## config.mk

```make
export PLATFORM = sky130hd
export DESIGN_NAME = lc3_fetch_unit
export DESIGN_NICKNAME = d
export VERILOG_FILES = /design/src/rtl/lc3_fetch_pkg.sv /design/src/rtl/lc3_fetch_fifo.sv /design/src/rtl/lc3_fetch_unit.sv
export SDC_FILE = /design/constraint.sdc
export NUM_CORES = 1
export LEC_CHECK = 0
export CAP_MARGIN = 25
export CORE_MARGIN = 2
export CORE_UTILIZATION = 46
export CTS_CLUSTER_SIZE = 10
export DETAILED_ROUTE_END_ITERATION = 10
export PLACE_DENSITY = 0.76
export SYNTH_ARGS = -nofsm -noshare
export SYNTH_HDL_FRONTEND = slang
export SYNTH_SLANG_ARGS = --single-unit
```

## constraint.sdc

```tcl
create_clock -name clk -period 3.4 [get_ports clk]
set_input_delay 0.85 -clock clk [delete_from_list [all_inputs] [get_ports clk]]
set_output_delay 0.85 -clock clk [all_outputs]
set_load 0.1 [all_outputs]
```

## src/rtl/lc3_fetch_pkg.sv

```systemverilog
// Shared types and constants for the LC-3 instruction fetch front end.
// Optional halt detection is controlled by the LC3_HALT_DETECT_EN macro
// (used in lc3_fetch_unit.sv).
package lc3_fetch_pkg;

    localparam int FETCH_ADDR_W = 16;
    localparam int FETCH_DATA_W = 16;

    localparam logic [FETCH_ADDR_W-1:0] RESET_PC_DEFAULT = 16'h3000;
    // TRAP x25: the LC-3 HALT service call
    localparam logic [FETCH_DATA_W-1:0] HALT_INSTR       = 16'hF025;

    typedef enum logic [3:0] {
        BR   = 4'd0,
        ADD  = 4'd1,
        LD   = 4'd2,
        ST   = 4'd3,
        JSR  = 4'd4,
        AND  = 4'd5,
        LDR  = 4'd6,
        STR  = 4'd7,
        RTI  = 4'd8,
        NOT  = 4'd9,
        LDI  = 4'd10,
        STI  = 4'd11,
        JMP  = 4'd12,
        RES  = 4'd13,
        LEA  = 4'd14,
        TRAP = 4'd15
    } opcode_e;

    typedef struct packed {
        logic [FETCH_ADDR_W-1:0] pc;
        logic [FETCH_DATA_W-1:0] instr;
    } fetch_entry_t;

    typedef enum logic [1:0] {
        IDLE,
        REQ,
        DISCARD
    } fetch_state_e;

    // Opcode lives in the top nibble of every LC-3 instruction
    function automatic opcode_e decode_opcode(input logic [FETCH_DATA_W-1:0] word);
        return opcode_e'(word[15:12]);
    endfunction

endpackage

```

## src/rtl/lc3_fetch_fifo.sv

```systemverilog
// Small synchronous FIFO of fetch entries (PC + instruction) with flush.
// The head entry is presented combinationally and reads as zero when empty.
module lc3_fetch_fifo
    import lc3_fetch_pkg::*;
#(
    parameter int DEPTH = 2
) (
    input  logic                   clk,
    input  logic                   rst_n,
    input  logic                   flush,
    input  logic                   push,
    input  fetch_entry_t           push_entry,
    input  logic                   pop,
    output fetch_entry_t           head_entry,
    output logic                   full,
    output logic                   empty,
    output logic [$clog2(DEPTH):0] count
);

    localparam int PTR_W = $clog2(DEPTH);
    localparam int CNT_W = PTR_W + 1;

    fetch_entry_t     slot_reg [DEPTH];
    logic [DEPTH-1:0] slot_we;
    logic [PTR_W-1:0] wr_ptr_reg;
    logic [PTR_W-1:0] rd_ptr_reg;
    logic [CNT_W-1:0] count_reg;
    logic             do_push;
    logic             do_pop;

    assign empty = (count_reg == '0);
    assign full  = (count_reg == CNT_W'(DEPTH));
    assign count = count_reg;

    // Pop on empty is ignored; a push into a full FIFO is allowed only when
    // the head leaves in the same cycle.
    assign do_pop  = pop && !empty;
    assign do_push = push && (!full || do_pop);

    // One write enable per slot; a flush wins over a same-cycle push
    generate
        for (genvar gi = 0; gi < DEPTH; gi++) begin : gen_slot_we
            assign slot_we[gi] = do_push && !flush && (wr_ptr_reg == PTR_W'(gi));
        end
    endgenerate

    // Entry storage, no reset needed since the head is masked while empty
    always_ff @(posedge clk) begin
        for (int i = 0; i < DEPTH; i++) begin
            if (slot_we[i]) begin
                slot_reg[i] <= push_entry;
            end
        end
    end

    // Pointer and occupancy bookkeeping
    always_ff @(posedge clk) begin
        if (!rst_n || flush) begin
            wr_ptr_reg <= '0;
            rd_ptr_reg <= '0;
            count_reg  <= '0;
        end else begin
            if (do_push) begin
                wr_ptr_reg <= wr_ptr_reg + PTR_W'(1);
            end
            if (do_pop) begin
                rd_ptr_reg <= rd_ptr_reg + PTR_W'(1);
            end
            count_reg <= count_reg + CNT_W'(do_push) - CNT_W'(do_pop);
        end
    end

    assign head_entry = empty ? '0 : slot_reg[rd_ptr_reg];

endmodule

```

## src/rtl/lc3_fetch_unit.sv

```systemverilog
// LC-3 instruction fetch front end: single outstanding req/ack read,
// buffered instructions with PCs, valid/ready to decode, redirect/flush.
// Optional macro LC3_HALT_DETECT_EN: stop issuing after a HALT (TRAP x25)
// word is enqueued until the next redirect.
module lc3_fetch_unit
    import lc3_fetch_pkg::*;
#(
    parameter int               ADDR_W    = 16,
    parameter int               DATA_W    = 16,
    parameter int               BUF_DEPTH = 2,
    parameter logic [ADDR_W-1:0] RESET_PC = RESET_PC_DEFAULT
) (
    input  logic              clk,
    input  logic              rst_n,
    input  logic              redirect_valid,
    input  logic [ADDR_W-1:0] redirect_pc,
    output logic              mem_req,
    output logic [ADDR_W-1:0] mem_addr,
    input  logic              mem_ack,
    input  logic [DATA_W-1:0] mem_rdata,
    output logic              instr_valid,
    input  logic              instr_ready,
    output logic [DATA_W-1:0] instr,
    output logic [ADDR_W-1:0] instr_pc,
    output logic [3:0]        instr_opcode,
    output logic              halted
);

    localparam int CNT_W = $clog2(BUF_DEPTH) + 1;

    fetch_state_e      state_reg;
    fetch_state_e      state_next;
    logic [ADDR_W-1:0] fetch_pc_reg;
    logic [ADDR_W-1:0] fetch_pc_next;
    logic [ADDR_W-1:0] mem_addr_reg;
    logic [ADDR_W-1:0] mem_addr_next;

    logic              fifo_push;
    logic              fifo_pop;
    logic              fifo_full;
    logic              fifo_empty;
    logic [CNT_W-1:0]  fifo_count;
    fetch_entry_t      push_entry;
    fetch_entry_t      head_entry;

    logic              halt_block;
    logic              issue_ok;

`ifdef LC3_HALT_DETECT_EN
    logic halted_reg;

    // Latch a HALT once it is enqueued; a redirect always resumes fetch
    always_ff @(posedge clk) begin
        if (!rst_n) begin
            halted_reg <= 1'b0;
        end else if (redirect_valid) begin
            halted_reg <= 1'b0;
        end else if (fifo_push && (mem_rdata == HALT_INSTR)) begin
            halted_reg <= 1'b1;
        end
    end

    assign halt_block = halted_reg;
    assign halted     = halted_reg;
`else
    assign halt_block = 1'b0;
    assign halted     = 1'b0;
`endif

    // Issue is only decided from IDLE, where nothing is outstanding, so
    // buffered occupancy alone tells whether the next word will fit.
    assign issue_ok = !halt_block && (fifo_count < CNT_W'(BUF_DEPTH));

    // Fetch state, PC and request address registers
    always_ff @(posedge clk) begin
        if (!rst_n) begin
            state_reg    <= IDLE;
            fetch_pc_reg <= RESET_PC;
            mem_addr_reg <= '0;
        end else begin
            state_reg    <= state_next;
            fetch_pc_reg <= fetch_pc_next;
            mem_addr_reg <= mem_addr_next;
        end
    end

    // Next-state logic: issue, capture, and redirect handling
    always_comb begin
        state_next    = state_reg;
        fetch_pc_next = fetch_pc_reg;
        mem_addr_next = mem_addr_reg;
        fifo_push     = 1'b0;
        case (state_reg)
            IDLE: begin
                if (redirect_valid) begin
                    fetch_pc_next = redirect_pc;
                end else if (issue_ok) begin
                    state_next    = REQ;
                    mem_addr_next = fetch_pc_reg;
                end
            end
            REQ: begin
                if (redirect_valid) begin
                    // The read in flight belongs to the old path; if it has
                    // not returned yet, keep the request up and drop it later.
                    fetch_pc_next = redirect_pc;
                    state_next    = mem_ack ? IDLE : DISCARD;
                end else if (mem_ack) begin
                    fifo_push     = !fifo_full;
                    fetch_pc_next = fetch_pc_reg + ADDR_W'(1);
                    state_next    = IDLE;
                end
            end
            DISCARD: begin
                if (redirect_valid) begin
                    fetch_pc_next = redirect_pc;
                end
                if (mem_ack) begin
                    state_next = IDLE;
                end
            end
            default: begin
                state_next = IDLE;
            end
        endcase
    end

    assign mem_req  = (state_reg == REQ) || (state_reg == DISCARD);
    assign mem_addr = mem_addr_reg;

    assign push_entry = '{pc: fetch_pc_reg, instr: mem_rdata};

    // A redirect flushes the buffer, which overrides any same-cycle dequeue
    assign fifo_pop = instr_valid && instr_ready && !redirect_valid;

    lc3_fetch_fifo #(
        .DEPTH (BUF_DEPTH)
    ) u_fifo (
        .clk        (clk),
        .rst_n      (rst_n),
        .flush      (redirect_valid),
        .push       (fifo_push),
        .push_entry (push_entry),
        .pop        (fifo_pop),
        .head_entry (head_entry),
        .full       (fifo_full),
        .empty      (fifo_empty),
        .count      (fifo_count)
    );

    assign instr_valid  = !fifo_empty;
    assign instr        = head_entry.instr;
    assign instr_pc     = head_entry.pc;
    assign instr_opcode = decode_opcode(head_entry.instr);

endmodule

```

==> summary.md <==
| Metric | Value |
|---|---|
| Worst setup margin | 0.593 ns |
| Max_cap viols | 0 |
| Routability cong. | 0.904 |
| CP Class | flip-flop to primary output |
| Ys flop type | edfxtp_1 |
| Port Buffer Count | 90 |
| Final core utilization | 59.8% |
| Commonest cells after routing, fill and taps aside | buf_4 (67), edfxtp_1 (64), nor2_1 (42), nand2_1 (40), dfxtp_1 (38) |
| Initial Util | 47.7% |
| Clock Pin Slew Worst Setup and Hold Paths | 0.10 ns |
| Share of post-route cells with drive strength above 1 | 19.6% |
| Diodes inserted | 0 |
| Total congestion overflow | 0 |
| Detailed-route via count | 3258 |
| Max-slew headroom at the worst pin | 48.5% |
| Detail Route Antenna Nets | 0 |
| Tmin final | 2.81 ns |
| Core area | 0.00928 sq mm |
| Num CTS Buffers | 9 |
| Fmax | 0.356 GHz |
| Total power | 2.53 mW |
| Syn nets | 432 |
| RR Endpoint | fetch_pc_reg[12]$_SDFFE_PN1P_ |
| Met2 Use GR | 29.2% |
| Worst Skew | 0.00884 ns |
| Sequential fraction of the synthesis area | 61.0% |
| Crit path to | instr_opcode[3] |
| Hold slack | 0.465 ns |
| Layout Nets | 517 |
| Status | finished, final reports clean |
| Post-CTS sizing | 0 |
| Most used cell, CP | buf_4 |
| Largest net degree at the start of global routing | 34 |
| # IOs | 92 |
| Syn Std Cell Area | 0.00443 sq mm |
| Gr usage total | 18.7% |
| Net switching power | 0.698 mW |
| Max incr delay on CP | 0.74 ns |
| Final hold vios | 0 |
| Part of the power in registers | 55.6% |
| Met1 Usage GRT | 25.1% |
| Synth Register Bits | 103 |
| Hpwl dp | 6750 microns |
| Number of clock sinks | 103 |
| Crit path arrival time | 1.96 ns |
| Max FO, Critical Path | 21 |
| Die Height | 102 microns |
| Pre-CTS setup slack | 0.503 ns |
| CTS tree | built |
| WL per Instance | 15.7 microns |
| Unique masters post-synth | 50 |
| Synth Instances | 389 |
| Clock power share | 31.6% |
| Clk_lat worst skew | 0.36 ns |
| Vias in the first global route | 3039 |
| Min-delay worst type | flip-flop to flip-flop |
| Final setup TNS | 0 ns |
| Area Growth Syn to Fin | 25.4% |
| Initial antenna violation count | 0 |
| DRC violations left | 0 |
| Max stage delay cell, worst path | dfxtp_2 |
| Starting DRT DRC Count | 109 |
| Drt first pass iters | 4 |
| Placed insts | 592 |
| R2R Setup Slk | 1.29 ns |
| H-tree depth | 3 |
| Clock root cell | clkbuf_8 |
| # hold bufs at CTS | 0 |
| Final instance area | 0.00555 sq mm |
| Final period util | 82.6% |
| Crit. End Element | primary output |
| Ys async rst share | 0% |
| Worst setup SP type | flip-flop |
| Syn. warnings | 0 |
| Global-route wire length before repair | 14900 microns |
| Combinational Power Share | 12.8% |
| Setup violators final | 0 |
| Most common cell after layout, fill and taps aside | buf_4 |
| # rows | 35 |
| FF-to-FF path depth | 7 |
| Drt via density | 5.36 |
| Post-CTS Setup Inserts | 0 |
| Met3 usage | 4.31% |
| Pwr/cell area | 455 mW/mm^2 |
| GR peak layer | met2 |
| Final non-filler cell total | 608 |
| Fin. max-slew vios | 0 |
| Post-Route WL | 9540 microns |
| FF-to-FF Start | state_reg[0]$_SDFFE_PN0P_ |
| RSZ-0062 raised after global routing | no |
| Critical Path RT | 2.55 ns |
| Max reg flops | 64 |
| VDD IR-drop max | 0.215 mV |
| DIE AREA | 0.0104 sq mm |
| Pleak | 2.02 nW |
| Int Pwr | 1.83 mW |
| DIE WIDTH | 102 microns |
| Crit path cell chain | buf_4 > mux2i_1 > nor2_2 > buf_4 |
| Post-synth EDFFs | 64 |
| Post-DP Area | 0.00534 sq mm |
| Switching share of power | 27.6% |
| Avg Inst Size Synth | 11.4 sq um |
| Slew @ Worst Pin | 0.772 ns |
| Clock buffer depth | 2 |
==> cell families after synthesis <==
family,count (synthesis),synth area share [%]
AND/OR/NAND/NOR,130,13.6
flip-flops,103,61.0
adder cells (fa/ha/maj),6,1.69
XOR/XNOR,4,0.791
AO/OA/AOI/OAI,73,11.3
buffers and inverters,38,3.84
other,1,0.0847
multiplexers,34,7.68
==> power by group through the flow <==
stage | sequential, mW | clock [mW] | combinational, mW
after floorplan | 1.48 | 0 | 0.157
after global placement | 1.43 | 0 | 0.318
after detailed placement | 1.43 | 0 | 0.323
after CTS | 1.40 | 0.815 | 0.324
after global routing | 1.41 | 0.869 | 0.343
final | 1.40 | 0.799 | 0.324
==> synth_stat cells (3+ instances only) <==
cell type	count	area, sq um
a41oi_1	4	35.0
buf_4	5	37.5
o21ai_0	4	20.0
buf_2	6	30.0
nor2b_1	4	25.0
edfxtp_1	64	1920
a21oi_1	24	120
a31oi_1	7	43.8
nor3_1	8	40.0
o31ai_1	4	30.0
nand2_1	40	150
mux2i_1	34	340
nor2_1	47	176
ha_1	6	75.1
o311ai_1	4	35.0
nand3_1	5	25.0
nand4_1	3	18.8
dfxtp_1	39	781
clkbuf_1	16	60.1
o21ai_1	4	20.0
and2_1	3	18.8
and3_1	6	37.5
inv_1	7	26.3
o221a_1	4	45.0
==> worst max-delay path: cells and delay by family (launching register included) <==
family                 cells  cell delay [ns]
DFF                        1             0.74
buffers and inverters      2             0.53
muxes                      1             0.25
and+or+nand+nor            1             0.06
==> worst min path at each step <==
stage | start | end | slack, ns | depth (start not counted)
after floorplan | fetch_pc_reg[6]$_SDFFE_PN0P_ | mem_addr[6]$_SDFFE_PN0P_ | 0.46 | 2
after CTS | mem_addr[12]$_SDFFE_PN0P_ | mem_addr[12]$_SDFFE_PN0P_ | 0.47 | 2
after detailed placement | mem_addr[12]$_SDFFE_PN0P_ | mem_addr[12]$_SDFFE_PN0P_ | 0.45 | 2
after global routing | mem_addr[8]$_SDFFE_PN0P_ | mem_addr[8]$_SDFFE_PN0P_ | 0.48 | 2
after global placement | mem_addr[7]$_SDFFE_PN0P_ | mem_addr[7]$_SDFFE_PN0P_ | 0.45 | 2
final | mem_addr[12]$_SDFFE_PN0P_ | mem_addr[12]$_SDFFE_PN0P_ | 0.46 | 2
==> cell type report <==
class / count / area, sq um
clock inverters: 7 / 90.1
flip-flops and latches: 103 / 2700
fillers: 797 / 3730
well taps: 129 / 161
inverters: 9 / 33.8
clock buffers: 9 / 124
repair buffers: 103 / 863
multi-input cells: 248 / 1580
==> routing by layer <==
| layer | vias up | share of wire (%) |
|---|---|---|
| met5 | - | 0 |
| met4 | 0 | 0.86 |
| met1 | 1537 | 46 |
| met3 | 6 | 6.6 |
| li1 | 1589 | - |
| met2 | 126 | 46 |
Power figures use the tool's default switching activity.
